$ cat src/rtl/demux_rr_dispatcher.sv
// Round-robin dispatcher feeding a 1x4 demux. It buffers one word from a
// valid/ready source and presents it on a registered sel/data/one-hot valid
// until the addressed channel takes it. A transfer and a new accept can share
// one edge, so a steady stream moves with no bubbles.
module demux_rr_dispatcher #(
  parameter int DATA_W    = 8,
  parameter bit SKIP_BUSY = 1'b1
) (
  input  logic              clk,
  input  logic              rst_n,
  input  logic [DATA_W-1:0] in_data,
  input  logic              in_valid,
  output logic              in_ready,
  input  logic [3:0]        ch_ready,
  output logic [1:0]        sel,
  output logic [DATA_W-1:0] out_data,
  output logic [3:0]        out_valid,
  output logic [1:0]        ptr,
  output logic [7:0]        xfer_count
);

  typedef enum logic {IDLE, HOLD} state_e;

  state_e            state_q;
  logic [1:0]        sel_q, ptr_q;
  logic [DATA_W-1:0] data_q;
  logic [3:0]        vld_q;
  logic [7:0]        cnt_q;

  logic       xfer, acc;
  logic [1:0] start, pick, idx;

  // The held word leaves when its own channel is ready; a new word can be
  // taken when nothing is held or the held word leaves this same cycle.
  assign xfer     = (state_q == HOLD) & ch_ready[sel_q];
  assign in_ready = rst_n & ((state_q == IDLE) | ch_ready[sel_q]);
  assign acc      = in_valid & in_ready;

  // Search origin: after a same-cycle transfer, continue past the channel
  // just served rather than from the (not yet updated) pointer.
  assign start = xfer ? sel_q + 2'd1 : ptr_q;

  // Channel pick: lowest offset from start whose consumer is ready, falling
  // back to start itself when none is ready (or when skipping is disabled).
  always_comb begin
    pick = start;
    idx  = start;
    if (SKIP_BUSY) begin
      for (int i = 3; i >= 0; i--) begin
        idx = start + 2'(i);
        if (ch_ready[idx]) pick = idx;
      end
    end
  end

  // Dispatcher state: accept loads a new word, transfer advances the
  // round-robin pointer and the transfer counter; both may happen together.
  always_ff @(posedge clk or negedge rst_n) begin
    if (!rst_n) begin
      state_q <= IDLE;
      sel_q   <= 2'd0;
      data_q  <= '0;
      vld_q   <= 4'b0000;
      ptr_q   <= 2'd0;
      cnt_q   <= 8'd0;
    end else begin
      if (xfer) begin
        ptr_q <= sel_q + 2'd1;
        cnt_q <= cnt_q + 8'd1;
      end
      if (acc) begin
        state_q <= HOLD;
        sel_q   <= pick;
        data_q  <= in_data;
        vld_q   <= 4'b0001 << pick;
      end else if (xfer) begin
        state_q <= IDLE;
        vld_q   <= 4'b0000;
      end
    end
  end

  assign sel        = sel_q;
  assign out_data   = data_q;
  assign out_valid  = vld_q;
  assign ptr        = ptr_q;
  assign xfer_count = cnt_q;

endmodule

$ cat config.mk
export PLATFORM = sky130hd
export DESIGN_NAME = demux_rr_dispatcher
export DESIGN_NICKNAME = d
export VERILOG_FILES = /design/src/rtl/demux_rr_dispatcher.sv
export SDC_FILE = /design/constraint.sdc
export NUM_CORES = 1
export LEC_CHECK = 0
export ABC_CLOCK_PERIOD_IN_PS = 4550
export BUFFER_PORTS_ARGS = -buffer_cell sky130_fd_sc_hd__buf_2
export CORE_MARGIN = 1.5
export CORE_UTILIZATION = 53
export DETAILED_ROUTE_END_ITERATION = 8
export PLACE_DENSITY = 0.81
export SLEW_MARGIN = 20
export SYNTH_ARGS = -nofsm -noshare
export SYNTH_HDL_FRONTEND = slang
export SYNTH_SLANG_ARGS = --single-unit
export TNS_END_PERCENT = 20
$ cat constraint.sdc
create_clock -name clk -period 4.55 [get_ports clk]
set_input_delay 0.455 -clock clk [delete_from_list [all_inputs] [get_ports clk]]
set_output_delay 0.455 -clock clk [all_outputs]
set_load 0.005 [all_outputs]
## Yosys cells after proc, flatten, opt, wreduce, memory -nomap -nowiden

Cells that the tools add are included.

| storage, ports and cells | value |
|---|---|
| register bits | 25 |
| output and inout bits | 25 |
| word-level logic and storage cells | 42 |

| cells by class | value |
|---|---|
| add/sub/neg operators | 5 |
| muxes and demuxes | 19 |
| order comparisons | 5 |
| shifts and indexed selects | 1 |
| reduce and logical (&&, ||, !) cells | 1 |
| bitwise logic cells | 5 |

Operators with widths:

| kind | count |
|---|---|
| $lt A2 B3 Y1 const B | 5 |
| $bmux W1 S2 | 5 |
| $mux W2 | 5 |
| $add A8 B1 Y8 const B | 1 |
| $mux W4 | 2 |
| $mux W1 | 7 |
| $add A2 B1 Y2 const B | 2 |
| $add A2 B2 Y2 const B | 2 |
| $shl A1 B2 Y4 const A | 1 |
| $and A1 B1 Y1 | 3 |
| $reduce_bool A2 Y1 | 1 |
| $not A1 Y1 | 1 |
| $or A1 B1 Y1 | 1 |

## Depth between registers and ports, before layout

| logic depth | value |
|---|---|
| word-level depth | 13 |
| mapped depth | 8 |

## Worst setup path after synthesis

OpenSTA, ideal clock, no wires.

| timing path | value |
|---|---|
| kind | input -> register |
| start point | input ch_ready[2] |
| end point | register vld_q[0], in the netlist out_valid[0] |
| setup time | 0.121 ns |
| data arrival time | 2.055 ns |
| slack | 2.374 ns |
| path buffers | 1 |
| required time | 4.429 ns |
| stages | 7 |
| cells stage by stage | clkbuf_2 -> mux2i_1 -> o22ai_2 -> and3_1 -> or4_4 -> a31o_1 -> a22o_1 |

| between the ends | value |
|---|---|
| word-level cells in the longest chain between the ends | 13 |
| elaborated cells between the ends (all ways) | 25 |

RTL lines:

| what | line | RTL |
|---|---|---|
| start: declaration | 14 | `input logic [3:0] ch_ready,` |
| $bmux W1 S2 | 35, 36 |  |
| $mux W1 (implied by the code) | 35, 36 |  |
| $and A1 B1 Y1 | 35 | `assign xfer = (state_q == HOLD) & ch_ready[sel_q];` |
| $mux W2 | 41 | `assign start = xfer ? sel_q + 2'd1 : ptr_q;` |
| $add A2 B2 Y2 | 50 | `idx = start + 2'(i);` |
| $bmux W1 S2 | 51 | `if (ch_ready[idx]) pick = idx;` |
| $mux W1 (implied by the code) | 51 |  |
| $mux W2 (4 in a row) | 51 |  |
| $shl A1 B2 Y4 | 75 | `vld_q <= 4'b0001 << pick;` |
| $mux W4 | 71 | `if (acc) begin` |
| end signal: assignment | 75 |  |
| end: declaration | 27 | `logic [3:0] vld_q;` |

Parallel ways exist; a longest one is shown, timed or not. The select of a mux whose other input is x is not followed.
A chain may end at the register's enable or synchronous reset.

## Final worst setup path

| timing path | value |
|---|---|
| start point | register sel_q[0], in the netlist sel[0] |
| end point | register vld_q[0], in the netlist out_valid[0] |

| between the ends | value |
|---|---|
| word-level cells in the longest chain between the ends | 13 |
| elaborated cells between the ends (all ways) | 26 |

RTL lines:

| what | line | RTL |
|---|---|---|
| start: declaration | 25 | `logic [1:0] sel_q, ptr_q;` |
| start signal: assignment | 73 | `sel_q <= pick;` |
| $bmux W1 S2 | 35, 36 |  |
| $mux W1 (implied by the code) | 35, 36 |  |
| $and A1 B1 Y1 | 35 |  |
| $mux W2 | 41 |  |
| $add A2 B2 Y2 | 50 |  |
| $bmux W1 S2 | 51 |  |
| $mux W1 (implied by the code) | 51 |  |
| $mux W2 (4 in a row) | 51 |  |
| $shl A1 B2 Y4 | 75 |  |
| $mux W4 | 71 |  |

Parallel ways exist; a longest one is shown, timed or not. The select of a mux whose other input is x is not followed.

==> impl_metrics.env <==
export IMPL_status="finished, final reports clean"
export IMPL_slew_headroom=0.583
export IMPL_post_cts_setup_buffers=0
export IMPL_yosysWarnings=0
export IMPL_yosys_area_top_type="dfrtp_1"
export IMPL_p_switching_uw=324
export IMPL_clock_fmax_ghz=0.391
export IMPL_p_leak_nw=0.757
export IMPL_switching_share=0.394
export IMPL_vias=1012
export IMPL_cellPowerDensity_nw_per_um2=571
export IMPL_vias_per_cell=5.33
export IMPL_die_width_um=50.8
export IMPL_crit_chain="mux2i_1 > o22ai_2 > mux2i_1 > a2111oi_0 > a31o_1 > a22o_1"
export IMPL_ios=40
export IMPL_intPower_uw=499
export IMPL_synthSimpleGateAreaFrac=0.213
export IMPL_p_seq_frac=0.466
export IMPL_rsz0062_at_grt="false"
export IMPL_synth_edf_count=0
export IMPL_synth_async_reset_ratio=1.00
export IMPL_synth_compound_area_frac=0.0890
export IMPL_synth_fp_nets=140
export IMPL_synth_area_um2=1210
export IMPL_critPathMaxFanout=14
export IMPL_hold_path_class="in -> async"
export IMPL_skew_ps=5.58
export IMPL_drc=0
export IMPL_critPathMostFrequentCell="mux2i_1"
export IMPL_finalSetupTns_ps=0
export IMPL_synth_top_area_frac=0.518
export IMPL_die_h_um=50.8
export IMPL_design_area_um2=1440
export IMPL_crit_type="reg -> reg"
export IMPL_critPathTopFamily="compound AO/OA/AOI/OAI gates"
export IMPL_synth_commonest_cells="nand2_1, dfrtp_1, nor2_1"
export IMPL_r2r_slack_ps=1990
export IMPL_postCtsHoldBufs=0
export IMPL_gp_routability_congestion=0.803
export IMPL_yosys_top_cells_area="dfrtp_1, nand2_1, mux2i_1"
export IMPL_synth_fa_ha_area_frac=0.0104
export IMPL_htreeDepth=1
export IMPL_dp_hpwl_um=1870
export IMPL_die_area_um2=2580
export IMPL_cts_resized=0
export IMPL_critPathMaxStageDelay_ps=610
export IMPL_grt_max_degree=29
export IMPL_layout_drive_gt1_share=0.290
export IMPL_tritoncts="built"
export IMPL_yosysMostFrequentCell="nand2_1"
export IMPL_drt_iter0_drc=24
export IMPL_numClockSinks=25
export IMPL_drt_wl_total_um=2500
export IMPL_critical_path_slowest_cell="a2111oi_0"
export IMPL_setup_viol=0
export IMPL_timing_final_crit_share=0.563
export IMPL_total_power_uw=822
export IMPL_critical_path_arrival_ps=2840
export IMPL_antenna_found_initial=0
export IMPL_finalNonFillerCells=190
export IMPL_path_clk_slew_ps=140
export IMPL_crit_buf_inv=0
export IMPL_wl_per_cell_um=13.2
export IMPL_ant_nets=0
export IMPL_synthMuxAreaShare=0.0694
export IMPL_cts_made_buffers=3
export IMPL_max_cap_viol_count=0
export IMPL_pwr_share_comb=0.406
export IMPL_initial_core_util=0.552
export IMPL_period_needed_ps=2560
export IMPL_placedCellCount=186
export IMPL_critPathLaunchType="register"
export IMPL_synthCells=124
export IMPL_grt_usage=0.224
export IMPL_worst_pin_slew_ps=626
export IMPL_grt_overflow=0
export IMPL_ys_dominant_reg_cell="dfrtp_1"
export IMPL_ys_ff_latch=25
export IMPL_endpoint_kind="register"
export IMPL_ir_drop_uv=301
export IMPL_cts_max_path_buffers=2
export IMPL_synth_top_family_by_area="simple AND/OR/NAND/NOR gates"
export IMPL_grt_pass1_wl_um=4340
export IMPL_slew_violations=0
export IMPL_hold_viol=0
export IMPL_areaGrowthSynthToFinish_pct=19.2
export IMPL_avgSynthCellArea_um2=9.75
export IMPL_dpl_instance_area_um2=1410
export IMPL_power_frac_clock=0.128
export IMPL_cts_root_buf="clkbuf_4"
export IMPL_grt_pass1_vias=996
export IMPL_nNetsFinal=179
export IMPL_drt_pass1_iterations=4
export IMPL_yosysSeqAreaShare=0.518
export IMPL_synth_xor_area_frac=0.0580
export IMPL_synth_distinct_cells=33
export IMPL_insertion_delay_ps=330
export IMPL_diodes=0
export IMPL_numPortBuffers=39
export IMPL_rows=17
export IMPL_core_area_um2=2190
export IMPL_crit_required_ps=4830
cell families (layout without fill, tap and decap cells):
kind of cell / Yosys count / count (layout)
DFF: 25 / 25
xor gates and xnor gates: 8 / 8
adders and majority gates: 1 / 1
AOI/OAI and AO/OA: 15 / 15
muxes: 7 / 7
and+or+nand+nor: 57 / 57
buffers and inverters: 11 / 49
metal layers:
metal	vias up	share of wire	global-route usage
met5	-	0	0
met4	0	0.012	0.0541
met3	2	0.040	0.0298
met2	28	0.51	0.412
met1	492	0.43	0.277
li1	490	-	-
state kept, by name (all words and copies together) (netlist names):
| name | cells |
|---|---|
| xfer_count | 8 |
| out_data | 8 |
| sel | 2 |
| state_q | 1 |
| out_valid | 4 |
| ptr | 2 |
path summary, 6_finish.rpt:
check	startpoint	end	cells after the start
worst min register to register	xfer_count[7]$_DFFE_PN0N_	xfer_count[7]$_DFFE_PN0N_	1
worst max-delay path	sel[0]$_DFFE_PN0P_	out_valid[0]$_DFFE_PN0P_	6
worst min-delay path	rst_n	ptr[1]$_DFF_PN0_	1
worst max register to register	sel[0]$_DFFE_PN0P_	out_valid[0]$_DFFE_PN0P_	6
min in group clk	in_data[6]	out_data[6]$_DFFE_PN0P_	3
max in group asynchronous	rst_n	out_data[2]$_DFFE_PN0P_	1
area by class of cell:
class	count	area, um2
fillers	190	751
flip-flops and latches	25	626
multi-input cells	88	532
repair buffers	39	195
well taps	28	35.0
clock buffers	3	22.5
inverters	6	22.5
clock inverters	1	7.51
cells in the final DEF, fill, tap and decap left out, types with 2 or more instances in the layout:
cell type and count:
dfrtp_1 25, o211ai_1 2, xnor2_1 4, mux2i_1 5, nand3_1 2, clkbuf_4 3, nand4_1 2, nand2b_1 2
o21ai_0 4, a31oi_1 2, xor2_1 4, nor2b_1 2, nor2_1 8, inv_1 6, nand2_1 33, buf_2 39
and3_1 4
stage by stage:
step / setup WS, ps / util / hold WS (ps)
floorplan: 2370 / - / 159
global placement: 2030 / 0.644 / 450
detailed placement: 1970 / 0.644 / 466
CTS: 1990 / 0.657 / 116
global route: 1730 / 0.657 / 136
finish: 1990 / 0.657 / 90.1
power groups by stage:
stage | registers, mW | logic [mW] | clock network [mW]
after floorplan | 0.374 | 0.218 | 0
after global placement | 0.381 | 0.323 | 0
after detailed placement | 0.386 | 0.335 | 0
after CTS | 0.383 | 0.337 | 0.105
after global routing | 0.394 | 0.379 | 0.113
final | 0.383 | 0.334 | 0.105
No activity file was read; power rests on OpenSTA's default activity.
